### src/rtl/pipe_ctrl_if.sv
// Pipeline-control bundle: stall requests, multi-cycle EX handshake and redirect
// in, stall vector, EX completion, flush/redirect and monitoring flags out.
// The slave modport is the controller's view; the master modport is the pipeline's view.
interface pipe_ctrl_if #(
  parameter int CNT_W = 6
);

  // Requests from the pipeline stages
  logic             stallreq_if_i;
  logic             stallreq_id_i;
  logic             ex_multi_start_i;
  logic [CNT_W-1:0] ex_multi_cycles_i;
  logic             flush_req_i;
  logic [31:0]      new_pc_i;

  // Controller responses
  logic [5:0]       stall_o;
  logic             ex_done_o;
  logic             flush_o;
  logic [31:0]      new_pc_o;
  logic             stall_timeout_o;
  logic [31:0]      stall_cycles_o;

  modport master (
    output stallreq_if_i,
    output stallreq_id_i,
    output ex_multi_start_i,
    output ex_multi_cycles_i,
    output flush_req_i,
    output new_pc_i,
    input  stall_o,
    input  ex_done_o,
    input  flush_o,
    input  new_pc_o,
    input  stall_timeout_o,
    input  stall_cycles_o
  );

  modport slave (
    input  stallreq_if_i,
    input  stallreq_id_i,
    input  ex_multi_start_i,
    input  ex_multi_cycles_i,
    input  flush_req_i,
    input  new_pc_i,
    output stall_o,
    output ex_done_o,
    output flush_o,
    output new_pc_o,
    output stall_timeout_o,
    output stall_cycles_o
  );

endinterface

### src/rtl/pipe_ctrl.sv
// Pipeline stall/flush controller.
// Arbitrates stall requests from fetch, decode and a multi-cycle EX unit into a
// per-stage stall vector, sequences multi-cycle EX ops with a down-counter,
// forwards redirects as a pipeline flush, and keeps two monitors: a sticky
// fetch-timeout flag and a saturating count of stalled cycles.
// Stall vector bit order: 0=pc, 1=if, 2=id, 3=ex, 4=mem, 5=wb.
module pipe_ctrl #(
  parameter int TIMEOUT = 256,
  parameter int CNT_W   = 6
) (
  input  logic        clk,
  input  logic        rst,
  pipe_ctrl_if.slave  bus
);

  typedef enum logic {
    IDLE  = 1'b0,
    MULTI = 1'b1
  } state_t;

  localparam logic [5:0]       STALL_NONE = 6'b000000;
  localparam logic [5:0]       STALL_EX   = 6'b001111;
  localparam logic [5:0]       STALL_ID   = 6'b000111;
  localparam logic [5:0]       STALL_IF   = 6'b000011;
  localparam logic [CNT_W-1:0] CNT_ONE    = CNT_W'(1);
  localparam logic [CNT_W-1:0] CNT_TWO    = CNT_W'(2);
  // Last IF-stall count value before the timeout flag is allowed to set
  localparam logic [15:0]      TMO_LAST   = 16'(TIMEOUT - 1);

  state_t           state;
  logic [CNT_W-1:0] cnt;
  logic [15:0]      if_cnt;
  logic             timeout_q;
  logic [31:0]      stall_cycles_q;

  logic [CNT_W-1:0] n_req;
  logic             start_long;
  logic             start_short;
  logic             ex_stall;
  logic             ex_done;
  logic [5:0]       stall_vec;

  // Increment that sticks at all-ones instead of wrapping to zero
  function automatic logic [31:0] sat_inc32(input logic [31:0] v);
    return (v == 32'hFFFF_FFFF) ? v : v + 32'd1;
  endfunction

  // Same saturating increment for the fetch-stall run length
  function automatic logic [15:0] sat_inc16(input logic [15:0] v);
    return (v == 16'hFFFF) ? v : v + 16'd1;
  endfunction

  assign n_req = bus.ex_multi_cycles_i;

  // Decode EX start/finish and arbitrate the stall vector by priority
  always_comb begin
    start_long  = 1'b0;
    start_short = 1'b0;
    ex_stall    = 1'b0;
    ex_done     = 1'b0;
    stall_vec   = STALL_NONE;

    // A start that coincides with a flush is dropped; starts in MULTI are ignored
    if (state == IDLE && bus.ex_multi_start_i && !bus.flush_req_i) begin
      start_long  = (n_req >= CNT_TWO);
      start_short = (n_req <= CNT_ONE);
    end

    // The issuing cycle plus every MULTI cycle except the last one stall EX
    ex_stall = start_long || (state == MULTI && cnt > CNT_ONE);

    // Single-cycle ops finish immediately; long ops finish on the cnt==1 cycle
    ex_done  = !bus.flush_req_i &&
               (start_short || (state == MULTI && cnt == CNT_ONE));

    if (bus.flush_req_i) begin
      stall_vec = STALL_NONE;
    end else if (ex_stall) begin
      stall_vec = STALL_EX;
    end else if (bus.stallreq_id_i) begin
      stall_vec = STALL_ID;
    end else if (bus.stallreq_if_i) begin
      stall_vec = STALL_IF;
    end else begin
      stall_vec = STALL_NONE;
    end
  end

  // While reset is held every combinational output is forced to zero
  assign bus.stall_o         = rst ? stall_vec : STALL_NONE;
  assign bus.ex_done_o       = rst & ex_done;
  assign bus.flush_o         = rst & bus.flush_req_i;
  assign bus.new_pc_o        = (rst && bus.flush_req_i) ? bus.new_pc_i : 32'd0;
  assign bus.stall_timeout_o = timeout_q;
  assign bus.stall_cycles_o  = stall_cycles_q;

  // Multi-cycle EX sequencer: load N-1 on a long start, count down to 1, abort on flush
  always_ff @(posedge clk or negedge rst) begin
    if (!rst) begin
      state <= IDLE;
      cnt   <= '0;
    end else if (bus.flush_req_i) begin
      state <= IDLE;
      cnt   <= '0;
    end else begin
      case (state)
        IDLE: begin
          if (start_long) begin
            state <= MULTI;
            cnt   <= n_req - CNT_ONE;
          end
        end
        MULTI: begin
          // cnt==1 is the completion cycle; <= also recovers from an impossible 0
          if (cnt <= CNT_ONE) begin
            state <= IDLE;
            cnt   <= '0;
          end else begin
            cnt   <= cnt - CNT_ONE;
          end
        end
        default: begin
          state <= IDLE;
          cnt   <= '0;
        end
      endcase
    end
  end

  // Fetch-stall run length and sticky timeout flag; a flush clears both
  always_ff @(posedge clk or negedge rst) begin
    if (!rst) begin
      if_cnt    <= '0;
      timeout_q <= 1'b0;
    end else if (bus.flush_req_i) begin
      if_cnt    <= '0;
      timeout_q <= 1'b0;
    end else if (bus.stallreq_if_i) begin
      if_cnt <= sat_inc16(if_cnt);
      if (if_cnt >= TMO_LAST) begin
        timeout_q <= 1'b1;
      end
    end else begin
      if_cnt <= '0;
    end
  end

  // Count every cycle in which any stage is stalled, saturating at all-ones
  always_ff @(posedge clk or negedge rst) begin
    if (!rst) begin
      stall_cycles_q <= '0;
    end else if (stall_vec != STALL_NONE) begin
      stall_cycles_q <= sat_inc32(stall_cycles_q);
    end
  end

endmodule

### src/flat_wrapper.sv
// flat-port wrapper written by rule: the top's interface ports become plain ports
module pipe_ctrl_flat 
#(
  parameter int TIMEOUT = 256,
  parameter int CNT_W   = 6
)
  (clk, rst, bus_stallreq_if_i, bus_stallreq_id_i, bus_ex_multi_start_i, bus_ex_multi_cycles_i, bus_flush_req_i, bus_new_pc_i, bus_stall_o, bus_ex_done_o, bus_flush_o, bus_new_pc_o, bus_stall_timeout_o, bus_stall_cycles_o);
  pipe_ctrl_if #(.CNT_W(CNT_W)) bus_i ();
  input  logic clk;
  input  logic rst;
  input wire logic [$bits(bus_i.stallreq_if_i)-1:0] bus_stallreq_if_i;
  input wire logic [$bits(bus_i.stallreq_id_i)-1:0] bus_stallreq_id_i;
  input wire logic [$bits(bus_i.ex_multi_start_i)-1:0] bus_ex_multi_start_i;
  input wire logic [$bits(bus_i.ex_multi_cycles_i)-1:0] bus_ex_multi_cycles_i;
  input wire logic [$bits(bus_i.flush_req_i)-1:0] bus_flush_req_i;
  input wire logic [$bits(bus_i.new_pc_i)-1:0] bus_new_pc_i;
  output wire logic [$bits(bus_i.stall_o)-1:0] bus_stall_o;
  output wire logic [$bits(bus_i.ex_done_o)-1:0] bus_ex_done_o;
  output wire logic [$bits(bus_i.flush_o)-1:0] bus_flush_o;
  output wire logic [$bits(bus_i.new_pc_o)-1:0] bus_new_pc_o;
  output wire logic [$bits(bus_i.stall_timeout_o)-1:0] bus_stall_timeout_o;
  output wire logic [$bits(bus_i.stall_cycles_o)-1:0] bus_stall_cycles_o;
  assign bus_i.stallreq_if_i = bus_stallreq_if_i;
  assign bus_i.stallreq_id_i = bus_stallreq_id_i;
  assign bus_i.ex_multi_start_i = bus_ex_multi_start_i;
  assign bus_i.ex_multi_cycles_i = bus_ex_multi_cycles_i;
  assign bus_i.flush_req_i = bus_flush_req_i;
  assign bus_i.new_pc_i = bus_new_pc_i;
  assign bus_stall_o = bus_i.stall_o;
  assign bus_ex_done_o = bus_i.ex_done_o;
  assign bus_flush_o = bus_i.flush_o;
  assign bus_new_pc_o = bus_i.new_pc_o;
  assign bus_stall_timeout_o = bus_i.stall_timeout_o;
  assign bus_stall_cycles_o = bus_i.stall_cycles_o;
  pipe_ctrl #(.TIMEOUT(TIMEOUT), .CNT_W(CNT_W)) u_core (.clk(clk), .rst(rst), .bus(bus_i));
endmodule
### config.mk
export PLATFORM = sky130hd
export DESIGN_NAME = pipe_ctrl_flat
export DESIGN_NICKNAME = d
export VERILOG_FILES = /design/src/rtl/pipe_ctrl_if.sv /design/src/rtl/pipe_ctrl.sv /design/src/flat_wrapper.sv
export SDC_FILE = /design/constraint.sdc
export NUM_CORES = 1
export LEC_CHECK = 0
export BUFFER_PORTS_ARGS = -buffer_cell sky130_fd_sc_hd__buf_2
export CORE_MARGIN = 4
export CORE_UTILIZATION = 46
export CTS_CLUSTER_DIAMETER = 120
export DETAILED_ROUTE_END_ITERATION = 16
export PLACE_DENSITY_LB_ADDON = 0.12
export SLEW_MARGIN = 30
export SYNTH_ARGS = -nofsm -noshare
export SYNTH_HDL_FRONTEND = slang
export SYNTH_SLANG_ARGS = --single-unit
### constraint.sdc
create_clock -name clk -period 2.1 [get_ports clk]
set_input_delay 0.105 -clock clk [delete_from_list [all_inputs] [get_ports clk]]
set_output_delay 0.105 -clock clk [all_outputs]
set_load 0.02 [all_outputs]
==> results of run 1 <==
cell usage in the layout (no fill, tap or decap), types with 2 or more instances in the layout:
cell / count
a211oi_1: 4
nand4_1: 19
a2111o_1: 2
a21oi_1: 11
nand2_1: 30
nand2b_1: 4
and2_1: 2
mux2i_1: 2
nor2_4: 2
and3_1: 42
nor2_1: 36
conb_1: 2
nand3b_1: 5
xor2_1: 19
a21oi_2: 3
nand3_1: 13
o32ai_1: 2
nor2_2: 2
nor4_1: 3
nor3_2: 4
buf_2: 113
nor3_1: 8
inv_1: 11
buf_6: 2
or4_4: 2
a31oi_1: 4
and4_1: 2
nor3_4: 2
nor4_2: 2
clkbuf_8: 6
ha_1: 5
ha_2: 2
xnor2_1: 23
dfrtp_1: 56
o21ai_0: 6
buf_4: 41
inv_2: 2
path summary, 6_finish.rpt:
check                                                        from  cells past startpoint  slack [ns]                                        end
setup / recovery                        u_core.cnt[2]$_DFFE_PN0P_                      6       -0.09   u_core.bus.stall_cycles_o[1]$_DFFE_PN0P_
hold / removal                                    bus_flush_req_i                      2        0.07     u_core.bus.stall_timeout_o$_DFFE_PN0P_
setup reg to reg                        u_core.cnt[2]$_DFFE_PN0P_                      6       -0.09   u_core.bus.stall_cycles_o[1]$_DFFE_PN0P_
hold reg to reg            u_core.bus.stall_timeout_o$_DFFE_PN0P_                      2        0.50     u_core.bus.stall_timeout_o$_DFFE_PN0P_
max in group asynchronous                                     rst                      3        1.04  u_core.bus.stall_cycles_o[22]$_DFFE_PN0P_
min in group asynchronous                                     rst                      2        0.28                  u_core.cnt[4]$_DFFE_PN0P_
registers in the layout (all words and copies together) (netlist names):
register and cells:
u_core.bus.stall_cycles_o 32, u_core.bus.stall_timeout_o 1, u_core.state 1, u_core.if_cnt 16
u_core.cnt 6
where the power goes:
part           total (mW)  switching [mW]  leakage, nW  internal (mW)
logic               0.810           0.455         1.55          0.356
clock network       0.619           0.350       0.0445          0.269
registers            1.25          0.0870        0.737           1.17
total                2.68           0.892         2.33           1.79
synth_stat cells, types with 2 or more instances:
cell,instances
dfrtp_1,56
and3_1,42
nor2_1,39
nand2_1,30
xnor2_1,23
nand4_1,19
xor2_1,19
a21oi_1,13
clkbuf_1,13
inv_1,13
nand3_1,13
nor3_1,13
o21ai_0,8
ha_1,7
nand3b_1,5
nor4_1,5
a211oi_1,4
a31oi_1,4
nand2b_1,4
buf_4,3
a2111o_1,2
and2_1,2
and4_1,2
buf_6,2
mux2i_1,2
nor3b_1,2
o32ai_1,2
or4_1,2
logic make-up after synthesis:
group,after synthesis,share of synthesized area
xor+xnor,42,0.110
mux,3,0.00939
compound gates,41,0.0871
fa+ha+maj,7,0.0263
buf+inv,31,0.0428
flops,56,0.421
other cells,1,0.00113
simple gates,186,0.302
area by class of cell:
cell class	count	area share
multi-input cells	282	0.426
flip-flops and latches	56	0.313
repair buffers	157	0.202
well taps	96	0.0268
clock buffers	7	0.0193
inverters	13	0.0109
clock inverters	1	0.00168
layer usage:
layer,part of all wire,routed length (um)
met1,0.47,4250
met2,0.49,4390
met3,0.032,287
met4,0.010,93
met5,0,0
worst reg2reg max path: stages, from the launching register on:
cell and delay [ns]:
dfrtp_1 0.39, or4_4 0.54, a2111o_1 0.44, o21bai_4 0.16, buf_6 0.14, a31oi_4 0.06, mux2_4 0.35
metrics by stage:
stage                     total power [mW]  cell area, sq um  hold slack (ns)  TNS, ns
final                                 2.68              4480           0.0696   -0.472
after CTS                             2.69              4410           0.0578   -0.403
after global placement                2.02              4240           0.0645   -0.526
after detailed placement              2.03              4240           0.0665    -1.37
after floorplan                       1.69              3350           -0.191  -0.0885
after global routing                  2.83              4480           0.0734    -2.75
what timing repair did:
action,in CTS,in global routing
pin swaps,10,17
hold endpoints to repair,11,0
hold buffers,1,0
gates resized for setup,13,14
buffers inserted,2,1
endpoints found under the setup margin,33,36
cloned,1,0
==> results.py, run 1 <==
metrics = {
    "status": {
        "outcome": "finished, violations left",
        "violations": "negative setup slack",
    },
    "synthesis": {
        "yosysTopAreaCell": "dfrtp_1",
        "syn_area_per_cell_sq_um": 9.08,
        "synth_area_sq_um": 3330,
        "ys_async_sr_fraction": 1.00,
        "synth-main-ff-cell": "dfrtp_1",
        "ys_ff_latch": 56,
        "syn_inst": 367,
        "synth-seq-area-share": 0.421,
        "synth_top_area_share": 0.421,
        "yosysWarnings": 0,
        "synth_edf_count": 0,
        "synth_area_leaders": "dfrtp_1 42%, and3_1 7.9%, xnor2_1 6.0%",
        "ys_types": 46,
    },
    "floorplanning": {
        "num_io_pins": 117,
        "core_area_sq_um": 6910,
        "start_util": 0.482,
        "rows": 30,
        "die_w_um": 93.1,
        "die_h_um": 93.1,
        "fp.dieArea_sq_um": 8670,
    },
    "route": {
        "vias_per_cell": 5.17,
        "avgRoutedWirePerCell_um": 14.7,
        "antenna_left": 0,
        "drt-initial-drc-count": 112,
        "first_pass_iters": 5,
        "drc": 0,
        "routed_wl_um": 9020,
        "vias": 3161,
    },
    "clocking": {
        "cts_tree": "yes",
        "cts_max_level": 2,
        "root_buffer": "clkbuf_8",
        "cts_sinks": 56,
        "clk_pin_slew_worst_paths_ns": 0.10,
        "insertion_delay_ns": 0.31,
        "clockBufferDepth": 2,
        "numCtsBuffers": 5,
    },
    "grt": {
        "antenna_found_initial": 0,
        "grt_pass1_vias": 3123,
        "grt_pass1_wl_um": 15200,
        "grt_use_met3": 0.0322,
        "overflow": 0,
        "top_usage_layer": "met2",
        "use_met2": 0.346,
        "grt_max_degree": 41,
        "grtUsageTotal": 0.214,
        "met1_usage": 0.303,
    },
    "timing": {
        "max_freq_ghz": 0.457,
        "fin_skew_ns": 0.00647,
        "setup_viol": 15,
        "hold_viol": 0,
        "min_period_ns": 2.19,
        "tightest_slew_ns": 0.558,
        "drv_slew": 0,
        "post-route-period-util": 1.04,
        "relSlewSlack": 0.627,
        "timing.final.ws_setup_ns": -0.0864,
        "rsz0062_at_grt": "true",
    },
    "layout": {
        "final_cells": 612,
        "area_growth_syn_to_layout_pct": 34.4,
        "drive_above_1_share": 0.372,
        "nFillCells": 610,
        "final-seq-area_sq_um": 1400,
        "multi_input_area_sq_um": 1910,
        "fin_nets": 566,
        "post-route-util": 0.648,
        "antenna_cells": 0,
    },
    "critical_path": {
        "path_class": "reg2reg",
        "worst-path-buf-inv": 1,
        "worst-path-max-fanout": 8,
        "end_kind": "flip-flop",
        "crit_chain": "or4_4 -> a2111o_1 -> o21bai_4 -> buf_6 -> a31oi_4 -> mux2_4",
        "slowest_stage": "or4_4",
        "required_ns": 2.30,
        "critPathMaxStageDelay_ns": 0.54,
        "cp.arrival_ns": 2.39,
        "start_kind": "flip-flop",
        "crit_family": "compound AO/OA/AOI/OAI gates",
    },
    "job": {
        "drv_cap": 0,
    },
    "pwr": {
        "peakVddDrop_mv": 0.591,
        "p_leak_nw": 2.33,
        "power_density_nw_per_um2": 599,
    },
    "place": {
        "dp_cells": 599,
        "portBuffers": 114,
        "hpwlAfterDp_um": 6760,
        "gp_congestion": 0.883,
        "pre_cts_ws_ns": -0.128,
    },
    "hold_path": {
        "hold_path.class": "in2reg",
    },
}
Power figures use the tool's default switching activity.
==> run 2, diff against run 1 <==
--- a/config.mk
+++ b/config.mk
@@ -10,7 +10,8 @@
 export CORE_UTILIZATION = 46
 export CTS_CLUSTER_DIAMETER = 120
 export DETAILED_ROUTE_END_ITERATION = 16
-export PLACE_DENSITY_LB_ADDON = 0.12
+export MAX_ROUTING_LAYER = met4
+export PLACE_DENSITY = 0.77
 export SLEW_MARGIN = 30
 export SYNTH_ARGS = -nofsm -noshare
 export SYNTH_HDL_FRONTEND = slang
==> results.py, run 2 (synthesized netlist as in run 1, its figures left out) <==
metrics = {
    "critical_path": {
        "worst-path-max-fanout": 15,
        "start_kind": "flip-flop",
        "cp.arrival_ns": 2.47,
        "path_class": "reg2reg",
        "reg2regPathDepth": 6,
        "required_ns": 2.31,
        "r2r_start": "u_core.cnt[2]$_DFFE_PN0P_",
        "end_kind": "flip-flop",
        "r2r_slack_ns": -0.16,
        "reg2reg_to": "u_core.bus.stall_cycles_o[1]$_DFFE_PN0P_",
        "startpoint": "u_core.cnt[2]$_DFFE_PN0P_",
    },
    "floorplanning": {
        "core_area_sq_um": 6910,
        "die_w_um": 93.1,
        "fp.dieArea_sq_um": 8670,
        "num_io_pins": 117,
        "start_util": 0.482,
        "rows": 30,
        "die_h_um": 93.1,
    },
    "timing": {
        "tightest_slew_ns": 0.661,
        "max_freq_ghz": 0.442,
        "fin_hold_ws_ns": 0.133,
        "min_period_ns": 2.26,
        "timing.final.ws_setup_ns": -0.161,
        "fin_skew_ns": 0.0109,
        "hold_viol": 0,
        "rsz0062_at_grt": "true",
        "relSlewSlack": 0.558,
        "drv_slew": 0,
        "post-route-period-util": 1.08,
        "finalSetupTns_ns": -2.85,
        "setup_viol": 34,
    },
    "place": {
        "hpwlAfterDp_um": 6980,
        "gp_congestion": 0.881,
        "portBuffers": 114,
        "pre_cts_ws_ns": -0.187,
    },
    "clocking": {
        "insertion_delay_ns": 0.31,
        "numCtsBuffers": 5,
        "root_buffer": "clkbuf_8",
        "cts_max_level": 2,
        "clk_pin_slew_worst_paths_ns": 0.11,
        "cts_sinks": 56,
        "clockBufferDepth": 2,
        "cts_tree": "yes",
    },
    "job": {
        "drv_cap": 0,
    },
    "layout": {
        "nFillCells": 566,
        "area_growth_syn_to_layout_pct": 37.0,
        "layout.cells.most_common_list": "109 x buf_2, 56 x dfrtp_1, 42 x and3_1, 42 x buf_4, 35 x nor2_1",
        "largest_reg_flops": 32,
        "post-route-util": 0.661,
        "final_common_cell": "buf_2",
        "drive_above_1_share": 0.387,
        "fin_nets": 564,
        "antenna_cells": 0,
    },
    "grt": {
        "grt_pass1_wl_um": 15200,
        "grtUsageTotal": 0.221,
        "overflow": 0,
        "grt_pass1_vias": 3222,
        "antenna_found_initial": 0,
        "grt_max_degree": 43,
    },
    "route": {
        "vias": 3300,
        "routed_wl_um": 9450,
        "avgRoutedWirePerCell_um": 15.5,
        "drt-initial-drc-count": 104,
        "antenna_left": 0,
        "first_pass_iters": 4,
        "vias_per_cell": 5.41,
        "drc": 0,
    },
    "pwr": {
        "p_total_mw": 2.92,
        "p_leak_nw": 2.38,
        "peakVddDrop_mv": 0.637,
        "power_density_nw_per_um2": 640,
    },
    "hold_path": {
        "min-delay-start": "bus_stallreq_if_i",
        "min_to": "u_core.bus.stall_timeout_o$_DFFE_PN0P_",
        "hold_path.class": "in2reg",
        "holdPathStages": 3,
    },
    "status": {
        "violations": "negative setup slack",
        "outcome": "finished, violations left",
    },
}
[run 2: per-layer routing]
layer	vias to the layer above	track usage	routed length, um
met5	-	-	0
met4	0	0.0354	80
met3	11	0.0314	346
met2	90	0.379	4820
met1	1614	0.284	4210
li1	1585	-	-
[run 2: final cells by class]
cell class	count	area, sq um	area share
Sequential cell	56	1400	0.307
Multi-Input combinational cell	281	1940	0.425
Tap cell	96	120	0.0263
Clock buffer	5	68.8	0.0151
Clock inverter	3	68.8	0.0151
Inverter	13	48.8	0.0107
Timing Repair Buffer	156	916	0.201
[run 2: worst max-delay path by stage]
stage	endpoint	slack, ns	depth (start not counted)
floorplan	u_core.bus.stall_cycles_o[14]$_DFFE_PN0P_	-0.03	7
global placement	u_core.bus.stall_cycles_o[16]$_DFFE_PN0P_	-0.12	7
detailed placement	u_core.bus.stall_cycles_o[18]$_DFFE_PN0P_	-0.19	7
CTS	u_core.bus.stall_cycles_o[30]$_DFFE_PN0P_	-0.12	7
global route	u_core.bus.stall_cycles_o[28]$_DFFE_PN0P_	-0.26	7
finish	u_core.bus.stall_cycles_o[1]$_DFFE_PN0P_	-0.16	6
[run 2: power breakdown]
| group | leakage (nW) | total (mW) | switching (mW) | internal, mW |
|---|---|---|---|---|
| sequential | 0.737 | 1.25 | 0.0878 | 1.17 |
| clock | 0.0687 | 0.854 | 0.374 | 0.480 |
| combinational | 1.57 | 0.815 | 0.455 | 0.360 |
[run 2: through the flow]
step	instance area, sq um	std cells
floorplan	3350	368
global placement	4190	593
detailed placement	4190	593
CTS	4430	607
global route	4560	610
finish	4560	610
[run 2: what timing repair did]
item                       CTS  global route
pin swaps                   17            14
hold endpoints to repair     6             0
hold buffers                 1             0
setup endpoints to repair   21            35
buffers inserted             5             3
resized for setup           15            28
gates cloned                 0             0
[run 2: critical path: stages (launching register included)]
cell	delay, ns
dfrtp_1	0.39
or4_4	0.54
a2111o_1	0.47
o21bai_4	0.17
buf_4	0.15
a31oi_4	0.09
mux2_2	0.35
